--- config.mk ---
export PLATFORM = sky130hd
export DESIGN_NAME = bb_uart_rx
export DESIGN_NICKNAME = d
export VERILOG_FILES = /design/src/rtl/bb_uart_rx.sv
export SDC_FILE = /design/constraint.sdc
export NUM_CORES = 1
export LEC_CHECK = 0
export BUFFER_PORTS_ARGS = -buffer_cell sky130_fd_sc_hd__buf_2
export CAP_MARGIN = 20
export CORE_MARGIN = 2
export CORE_UTILIZATION = 60
export CTS_BUF_LIST = sky130_fd_sc_hd__clkbuf_8 sky130_fd_sc_hd__clkbuf_16
export DETAILED_ROUTE_END_ITERATION = 8
export PLACE_DENSITY = 0.81
export SLEW_MARGIN = 0
export SYNTH_ARGS = -nofsm -noshare
export SYNTH_HDL_FRONTEND = slang
export SYNTH_SLANG_ARGS = --single-unit
--- constraint.sdc ---
create_clock -name bdclk -period 3.13 [get_ports bdclk]
set_input_delay 0.1565 -clock bdclk [delete_from_list [all_inputs] [get_ports bdclk]]
set_output_delay 0.1565 -clock bdclk [all_outputs]
set_load 0.01 [all_outputs]
--- src/rtl/bb_uart_rx.sv ---
// bb_uart_rx: 8N1 UART receiver for the ispMACH 4256ZE breakout board, clocked at OVS x baud.
// Define BB_UART_RX_MAJORITY_EN to take each decision on a 3-sample majority vote of the line.
module bb_uart_rx #(
    parameter int OVS = 16  // ticks per bit, 8 or 16
) (
    input  logic       bdclk,
    input  logic       rst,
    input  logic       rxd,
    output logic [7:0] rxreg,
    output logic       rxrdy,
    input  logic       rxack,
    output logic       rxbsy,
    output logic       ferr,
    output logic       oerr
);

    typedef enum logic [2:0] {
        WAITHI,
        IDLE,
        START,
        DATA,
        STOP
    } state_t;

    localparam logic [3:0] CNT_HALF = 4'(OVS / 2 - 1);
    localparam logic [3:0] CNT_FULL = 4'(OVS - 1);

    state_t     state_q, state_d;
    logic [3:0] cnt_q, cnt_d;
    logic [2:0] bitn_q, bitn_d;
    logic [7:0] shreg_q, shreg_d;
    logic [1:0] sync_q;
    logic       rxs;
    logic       smp;

    logic [7:0] rxreg_q, rxreg_d;
    logic       rxrdy_q, rxrdy_d;
    logic       rxbsy_q, rxbsy_d;
    logic       ferr_q, ferr_d;
    logic       oerr_q, oerr_d;

    logic       stop_sample;
    logic       good_frame;
    logic       bad_frame;

    // NOTE: every flop below is written with <= so all registers update from the same old values.
    always_ff @(posedge bdclk) begin
        if (rst) begin
            sync_q <= 2'b00;
        end else begin
            sync_q <= {sync_q[0], rxd};
        end
    end

    assign rxs = sync_q[1];

`ifdef BB_UART_RX_MAJORITY_EN
    // Two older copies of rxs; together with rxs itself they form the three-sample window.
    logic [1:0] hist_q;

    always_ff @(posedge bdclk) begin
        if (rst) begin
            hist_q <= 2'b00;
        end else begin
            hist_q <= {hist_q[0], rxs};
        end
    end

    assign smp = (rxs & hist_q[0]) | (rxs & hist_q[1]) | (hist_q[0] & hist_q[1]);
`else
    assign smp = rxs;
`endif

    // State register, datapath and registered outputs.
    always_ff @(posedge bdclk) begin
        if (rst) begin
            state_q <= WAITHI;
            cnt_q   <= 4'd0;
            bitn_q  <= 3'd0;
            shreg_q <= 8'h00;
            rxreg_q <= 8'h00;
            rxrdy_q <= 1'b0;
            rxbsy_q <= 1'b0;
            ferr_q  <= 1'b0;
            oerr_q  <= 1'b0;
        end else begin
            state_q <= state_d;
            cnt_q   <= cnt_d;
            bitn_q  <= bitn_d;
            shreg_q <= shreg_d;
            rxreg_q <= rxreg_d;
            rxrdy_q <= rxrdy_d;
            rxbsy_q <= rxbsy_d;
            ferr_q  <= ferr_d;
            oerr_q  <= oerr_d;
        end
    end

    // Next-state logic.
    always_comb begin
        // NOTE: defaults first so every path assigns every signal and no latch is inferred.
        state_d = state_q;
        cnt_d   = cnt_q;
        bitn_d  = bitn_q;
        shreg_d = shreg_q;

        case (state_q)
            WAITHI: begin
                if (rxs) begin
                    state_d = IDLE;
                end
            end
            IDLE: begin
                if (!rxs) begin
                    state_d = START;
                    cnt_d   = 4'd0;
                end
            end
            START: begin
                cnt_d = cnt_q + 4'd1;
                if (cnt_q == CNT_HALF) begin
                    if (!smp) begin
                        state_d = DATA;
                        cnt_d   = 4'd0;
                        bitn_d  = 3'd0;
                    end else begin
                        state_d = IDLE;
                    end
                end
            end
            DATA: begin
                cnt_d = cnt_q + 4'd1;
                if (cnt_q == CNT_FULL) begin
                    shreg_d = {smp, shreg_q[7:1]};
                    cnt_d   = 4'd0;
                    bitn_d  = bitn_q + 3'd1;
                    if (bitn_q == 3'd7) begin
                        state_d = STOP;
                    end
                end
            end
            STOP: begin
                cnt_d = cnt_q + 4'd1;
                if (cnt_q == CNT_FULL) begin
                    cnt_d   = 4'd0;
                    // A low stop bit may be the start of a break; wait for the line to recover.
                    state_d = smp ? IDLE : WAITHI;
                end
            end
            default: begin
                state_d = WAITHI;
            end
        endcase
    end

    assign stop_sample = (state_q == STOP) && (cnt_q == CNT_FULL);
    assign good_frame  = stop_sample && smp;
    assign bad_frame   = stop_sample && !smp;

    // Output logic: delivery, overrun, framing error and acknowledge.
    always_comb begin
        rxreg_d = rxreg_q;
        rxrdy_d = rxrdy_q;
        ferr_d  = ferr_q;
        oerr_d  = oerr_q;
        rxbsy_d = (state_d == START) || (state_d == DATA) || (state_d == STOP);

        if (good_frame) begin
            ferr_d = 1'b0;
            if (!rxrdy_q || rxack) begin
                rxreg_d = shreg_q;
                rxrdy_d = 1'b1;
            end else begin
                oerr_d = 1'b1;
            end
        end else if (bad_frame) begin
            ferr_d = 1'b1;
        end else if (rxrdy_q && rxack) begin
            rxrdy_d = 1'b0;
            oerr_d  = 1'b0;
        end
    end

    assign rxreg = rxreg_q;
    assign rxrdy = rxrdy_q;
    assign rxbsy = rxbsy_q;
    assign ferr  = ferr_q;
    assign oerr  = oerr_q;

endmodule

==> results of run 1 <==
==> layer usage <==
| layer | wire length [µm] | GRT usage (%) |
|---|---|---|
| met5 | 0 | 0 |
| met4 | 77 | 13.7 |
| met3 | 233 | 9.60 |
| met2 | 1470 | 39.5 |
| met1 | 1200 | 28.7 |
==> critical path, stage by stage, from the launching register on <==
cell     delay [ps]
dfxtp_1         380
ha_1            280
nand3_1         240
nor2_4          370
a22oi_1         170
a21oi_1         260
==> placed cells by master, fill, tap and decap left out, types with 4 or more instances in the layout <==
master,netlist,routed
mux2i_1,20,20
buf_2,4,15
clkbuf_8,0,6
nor2_1,30,30
nor2b_1,4,4
o21ai_0,4,4
nand2_1,8,8
dfxtp_1,32,32
a21oi_1,7,7
inv_1,5,7
nand3_1,6,6
==> registers in the layout, summed over array words and instances (netlist names), 2 cells and up <==
register / count
rxreg: 8
state_q: 3
sync_q: 2
bitn_q: 3
shreg_q: 8
cnt_q: 4
==> cells by family after synthesis <==
family	synth area share, %
AOI/OAI and AO/OA	13.8
adders and majority gates	2.58
buffers and inverters	4.47
DFF	44.0
muxes	15.3
and+or+nand+nor	19.8
==> path summary, 6_finish.rpt <==
| kind | from | end | slack [ps] |
|---|---|---|---|
| min reg2reg | sync_q[0]$_SDFF_PP0_ | sync_q[1]$_SDFF_PP0_ | 440 |
| max reg2reg | cnt_q[1]$_SDFFE_PP0P_ | rxbsy$_SDFF_PP0_ | 1340 |
| min | rxd | sync_q[0]$_SDFF_PP0_ | 80 |
| max | cnt_q[1]$_SDFFE_PP0P_ | rxbsy$_SDFF_PP0_ | 1340 |
==> report_power, final <==
group	leakage, nW	internal [mW]	switching [mW]	total [mW]
clock	0.0538	0.172	0.144	0.317
combinational	0.350	0.00825	0.0149	0.0232
sequential	0.258	0.410	0.00480	0.415
total	0.662	0.591	0.164	0.755
==> area by class of cell <==
type | count | area [µm²]
sequential | 32 | 641
clock inverter | 2 | 7.51
inverter | 5 | 18.8
clock buffer | 6 | 82.6
fill | 185 | 646
timing repair buffer | 15 | 75.1
multi-input combinational | 112 | 749
tap | 28 | 35.0
==> metrics by stage <==
| step | setup WS [ps] | hold slack [ps] |
|---|---|---|
| 6_report | 1340 | 84.0 |
| 5_1_grt | 1180 | 84.2 |
| 4_1_cts | 1380 | 74.3 |
| 3_5_place_dp | 1410 | 376 |
| 3_3_place_gp | 1460 | 363 |
| 2_1_floorplan | 1650 | 255 |
==> impl_metrics.ini, run 1 <==
[finish]
fin_util_pct = 71.4
layout.cells.non_filler = 200
syn_to_final_growth_pct = 10.6
final_nets = 178
n_antenna_cell = 0
fin_area_um2 = 1610
drive_gt1_share_pct = 16.9

[sta]
worst_slew_pin_slew_ps = 572
slew_violations = 0
period_needed_ps = 1790
relSlewSlack_pct = 61.8
fmax_mhz = 559
setup_viol = 0
tns_ps = 0
grt_setup_unrepaired = no
clock_skew_ps = 6.15
final_hold_viol_count = 0
period_share_pct = 57.1

[floorplan]
fp.coreArea_um2 = 2250
rows = 17
io_pins = 16
die_h_um = 53.2
start_util_pct = 64.5
die_w_um = 53.2
die_area_um2 = 2840

[grt]
grt_pass1_wl_mm = 4.89
grt_antenna_before_repair = 0
grt_usage_pct = 25.0
grt_max_degree = 31
grt.overflow.total = 0
grt_pass1_vias = 1120

[clock_tree]
path_clk_slew_ps = 70
htree_num_levels = 2
cts_resized = 0
cts_tree = done
post_cts_buffers = 0
cts_num_sinks = 32
cts_buffers = 5
clockBufferDepth = 2
insertion_delay_ps = 290
cts_root_buffer = clkbuf_8
hold_buffers = 0

[logic_synthesis]
synthArstFlopShare_pct = 0
yosysTopAreaCell = dfxtp_1
avgSynthCellArea_um2 = 9.21
ys_ff_latch = 32
ys_seq_area_share_pct = 44.0
yosysMostFrequentCell = dfxtp_1
synth-edff-count = 0
synth_top_area_share_pct = 44.0
synthTopCellsByCount = 32 x dfxtp_1, 30 x nor2_1, 20 x mux2i_1, 8 x nand2_1, 7 x a21oi_1
syn_area_um2 = 1460
synth_warnings = 0
yosysUniqueCellTypes = 35
syn-num-nets = 165
synth_area_leaders = dfxtp_1 44%, mux2i_1 14%, nor2_1 7.7%, ha_1 2.6%, a21oi_1 2.4%
synthFlopType = dfxtp_1
netlist_instances = 158

[drt]
ant_nets = 0
drtIter0Drc = 47
wl_per_cell_um = 14.9
drt-total-wl_mm = 2.98
drc = 0
dr.pass1.iters = 7
vias = 1167
via_per_inst = 5.84

[setup_path]
crit_required_ps = 3330
cp_max_fo = 9
arrival_ps = 1990
critPathLaunchType = flop
reg2regPathDepth = 5
crit_path_end_kind = flop
worstSetupPathType = reg -> reg

[power_and_ir_drop]
power_density_nw_per_um2 = 469
power_leakage_nw = 0.662
ir_worst_vdd_v = 0.000392
power_mw = 0.755

[placement]
port_buffers = 15
dp_hpwl_mm = 1.99
place.gp.congestion = 0.916
dpl_cell_area_um2 = 1520
dp.cells = 192

[min_path]
min_path_cells = 2
hold_class = in -> reg

[outcome]
status = finished clean

[job]
max-cap-violations = 0
(Power assumes the default switching activity.)
==> run 2: changes to the inputs <==
--- a/config.mk
+++ b/config.mk
@@ -8,10 +8,10 @@
 export BUFFER_PORTS_ARGS = -buffer_cell sky130_fd_sc_hd__buf_2
 export CAP_MARGIN = 20
 export CORE_MARGIN = 2
-export CORE_UTILIZATION = 60
+export CORE_UTILIZATION = 56
 export CTS_BUF_LIST = sky130_fd_sc_hd__clkbuf_8 sky130_fd_sc_hd__clkbuf_16
 export DETAILED_ROUTE_END_ITERATION = 8
-export PLACE_DENSITY = 0.81
+export PLACE_DENSITY = 0.77
 export SLEW_MARGIN = 0
 export SYNTH_ARGS = -nofsm -noshare
 export SYNTH_HDL_FRONTEND = slang
==> constraint.sdc (replaced) <==
create_clock -name bdclk -period 1.8 [get_ports bdclk]
set_input_delay 0.09 -clock bdclk [delete_from_list [all_inputs] [get_ports bdclk]]
set_output_delay 0.09 -clock bdclk [all_outputs]
set_load 0.01 [all_outputs]
==> impl_metrics.ini, run 2 (synthesized netlist as in run 1, its figures left out) <==
[sta]
slew_violations = 0
period_needed_ps = 1660
final_hold_viol_count = 0
worst_slew_pin_slew_ps = 522
period_share_pct = 92.5
setup_viol = 0
tns_ps = 0
fmax_mhz = 601
relSlewSlack_pct = 65.2
setup_ws_ps = 136
clock_skew_ps = 4.23

[finish]
final_cell_mix = 32 x dfxtp_1, 30 x nor2_1, 20 x mux2i_1, 15 x buf_2, 8 x nand2_1
fin_util_pct = 66.6
syn_to_final_growth_pct = 13.3
fin_area_um2 = 1650
final_common_cell = dfxtp_1
final_nets = 181
n_antenna_cell = 0
drive_gt1_share_pct = 18.9

[clock_tree]
cts_tree = done
cts_num_sinks = 32
cts_root_buffer = clkbuf_8
post_cts_buffers = 0
cts_buffers = 5
htree_num_levels = 2
clockBufferDepth = 2
insertion_delay_ps = 290
cts_resized = 0
path_clk_slew_ps = 60
hold_buffers = 0

[drt]
drc = 0
drt-total-wl_mm = 2.80
wl_per_cell_um = 13.6
via_per_inst = 5.77
ant_nets = 0
dr.pass1.iters = 6
drtIter0Drc = 23
vias = 1183

[setup_path]
cp_slowest_cell = dfxtp_1
max_stage_delay_ps = 370
crit_chain = ha_1 > nand3_1 > nor2_2 > a31oi_1 > a2111oi_2
crit_path_end_kind = flop
critical_path_buf_inv_count = 0
crit_required_ps = 1990
worstSetupPathType = reg -> reg
arrival_ps = 1850
critPathLaunchType = flop
path_delay_family = simple AND/OR/NAND/NOR gates
cp_max_fo = 6

[job]
max-cap-violations = 0

[grt]
grt_pass1_vias = 1046
grt_antenna_before_repair = 0
grt.overflow.total = 0
grt_usage_pct = 21.1
grt_pass1_wl_mm = 4.40
grt_max_degree = 31

[floorplan]
io_pins = 16
die_area_um2 = 3020
die_h_um = 55.0
die_w_um = 55.0
rows = 18
fp.coreArea_um2 = 2480
start_util_pct = 58.7

[power_and_ir_drop]
power_leakage_nw = 0.673
ir_worst_vdd_v = 0.000694
power_density_nw_per_um2 = 806
power_mw = 1.33

[placement]
pre_cts_slack_ps = 97.4
port_buffers = 15
dpl_cell_area_um2 = 1540
dp_hpwl_mm = 1.96
place.gp.congestion = 0.806

[min_path]
hold_class = in -> reg

[outcome]
status = finished clean
## run 2: layer usage
layer,part of all wire [%],GRT usage (%)
met2,50,34.3
met1,43,22.8
met4,1.8,16.3
met5,0,0
met3,4.5,6.45
## run 2: report_power, final
group	total (mW)	internal [mW]	switching (mW)
clock	0.565	0.304	0.261
sequential	0.718	0.714	0.00495
combinational	0.0455	0.0165	0.0290
## run 2: per-stage QoR
step                hold WS (ps)  cells
finish                      11.9    205
floorplan                    188    158
detailed placement           310    197
global placement             300    197
CTS                         8.15    205
global route                22.1    205
## run 2: worst paths after layout
kind                         start                   end  slack, ps  cells after the start
max          cnt_q[1]$_SDFFE_PP0P_     oerr$_SDFFE_PP0P_        140                      5
min reg2reg   sync_q[0]$_SDFF_PP0_  sync_q[1]$_SDFF_PP0_        460                      1
min                            rxd  sync_q[0]$_SDFF_PP0_         10                      2
max reg2reg  cnt_q[1]$_SDFFE_PP0P_     oerr$_SDFFE_PP0P_        140                      5
## run 2: worst reg2reg max path: cells and delay by family (launching register included)
kind / cells / cell delay [ps]
AND/OR/NAND/NOR: 2 / 510
AO/OA/AOI/OAI: 2 / 420
flip-flops: 1 / 370
adder cells (fa/ha/maj): 1 / 270
## run 2: layout make-up
class	instances	area [µm²]
sequential	32	641
inverter	5	18.8
tap	30	37.5
clock buffer	6	82.6
timing repair buffer	18	97.6
multi-input combinational	112	761
clock inverter	2	11.3
fill	212	828
==> run 3: changes to the inputs <==
--- a/config.mk
+++ b/config.mk
@@ -7,7 +7,7 @@
 export LEC_CHECK = 0
 export BUFFER_PORTS_ARGS = -buffer_cell sky130_fd_sc_hd__buf_2
 export CAP_MARGIN = 20
-export CORE_MARGIN = 2
+export CORE_MARGIN = 10
 export CORE_UTILIZATION = 56
 export CTS_BUF_LIST = sky130_fd_sc_hd__clkbuf_8 sky130_fd_sc_hd__clkbuf_16
 export DETAILED_ROUTE_END_ITERATION = 8
==> impl_metrics.ini, run 3 (synthesized netlist as in run 1, its figures left out) <==
[clock_tree]
htree_num_levels = 2
cts_buffers = 5
insertion_delay_ps = 280
clockBufferDepth = 2
cts_num_sinks = 32
cts_tree = done
cts_root_buffer = clkbuf_8
path_clk_slew_ps = 60
hold_buffers = 0
cts_resized = 0
post_cts_buffers = 0

[drt]
ant_nets = 0
dr.pass1.iters = 4
drc = 0
wl_per_cell_um = 14.6
vias = 1182
drtIter0Drc = 174
drt-total-wl_mm = 2.99
via_per_inst = 5.77

[setup_path]
critPathLaunchType = flop
arrival_ps = 1800
crit_chain = ha_1 > nand3_1 > nor2_4 > mux2i_1 > nor2_1
max_stage_delay_ps = 370
cp_max_fo = 9
crit_required_ps = 1950
crit_path_end_kind = flop
cp_slowest_cell = dfxtp_1
worstSetupPathType = reg -> reg

[sta]
period_needed_ps = 1650
clock_skew_ps = 7.57
relSlewSlack_pct = 64.7
setup_ws_ps = 147
slew_violations = 0
fmax_mhz = 605
tns_ps = 0
final_hold_viol_count = 0
setup_viol = 0
worst_slew_pin_slew_ps = 529
period_share_pct = 91.8
grt_setup_unrepaired = no

[power_and_ir_drop]
intPower_mw = 1.03
ir_worst_vdd_v = 0.000819
clkPwrFrac_pct = 42.0
combPwrFrac_pct = 3.4
seq_power_share_pct = 54.6
p_sw_mw = 0.282
power_leakage_nw = 0.673
swShare_pct = 21.4
power_density_nw_per_um2 = 798
power_mw = 1.32

[floorplan]
die_area_um2 = 5040
die_h_um = 71.0
start_util_pct = 58.7
rows = 18
die_w_um = 71.0
fp.coreArea_um2 = 2480
io_pins = 16

[finish]
syn_to_final_growth_pct = 13.3
final_nets = 181
n_antenna_cell = 0
final_cell_mix = 32 x dfxtp_1, 30 x nor2_1, 20 x mux2i_1, 15 x buf_2, 8 x nand2_1
drive_gt1_share_pct = 18.9
final_common_cell = dfxtp_1

[placement]
pre_cts_slack_ps = 94.4
port_buffers = 15
dp_hpwl_mm = 2.14
place.gp.congestion = 0.795

[grt]
grt_pass1_vias = 1149
grt_antenna_before_repair = 0
grt_usage_pct = 12.4
grt_max_degree = 31
grt_pass1_wl_mm = 5.18
grt.overflow.total = 0

[job]
max-cap-violations = 0

[outcome]
status = finished clean

[min_path]
hold_class = in -> reg
[run 3: cell counts in the layout (fill, tap and decap cells not counted)]
Identical to the previous run, type by type.
[run 3: layout make-up]
cell class	count	area (µm²)
fillers	206	828
multi-input cells	112	761
flip-flops and latches	32	641
repair buffers	18	97.6
clock buffers	6	82.6
well taps	30	37.5
inverters	5	18.8
clock inverters	2	11.3
[run 3: power groups by stage]
stage                     clock network [mW]  logic (mW)  registers (mW)
after CTS                              0.569      0.0445           0.718
final                                  0.553      0.0453           0.719
after detailed placement                   0      0.0446           0.734
after global placement                     0      0.0433           0.734
after global routing                   0.609      0.0515           0.719
after floorplan                            0      0.0351           0.732
[run 3: worst paths after layout]
path	start	slack [ps]	to	cells after the start
worst max register to register	cnt_q[1]$_SDFFE_PP0P_	150	shreg_q[0]$_SDFFE_PP0P_	5
worst max-delay path	cnt_q[1]$_SDFFE_PP0P_	150	shreg_q[0]$_SDFFE_PP0P_	5
worst min-delay path	rxd	20	sync_q[0]$_SDFF_PP0_	2
worst min register to register	sync_q[0]$_SDFF_PP0_	450	sync_q[1]$_SDFF_PP0_	1
[run 3: metrics by stage]
step | hold WS, ps | util, % | std cells | instance area (µm²)
floorplan | 188 | - | 158 | 1460
global placement | 303 | 62.3 | 197 | 1540
detailed placement | 315 | 62.3 | 197 | 1540
CTS | 19.3 | 66.1 | 205 | 1640
global route | 39.2 | 66.6 | 205 | 1650
finish | 17.5 | 66.6 | 205 | 1650
[run 3: metal layers]
metal  part of all wire [%]  global-route usage [%]
met2                     49                    20.8
met3                    5.5                    4.74
met1                     43                    13.5
met5                      0                       0
met4                    2.2                    5.81
[run 3: worst max-delay path: cells and delay by family, from the launching register on]
family / cells / cell delay (ps)
DFF: 1 / 370
muxes: 1 / 230
adders and majority gates: 1 / 280
and+or+nand+nor: 3 / 650
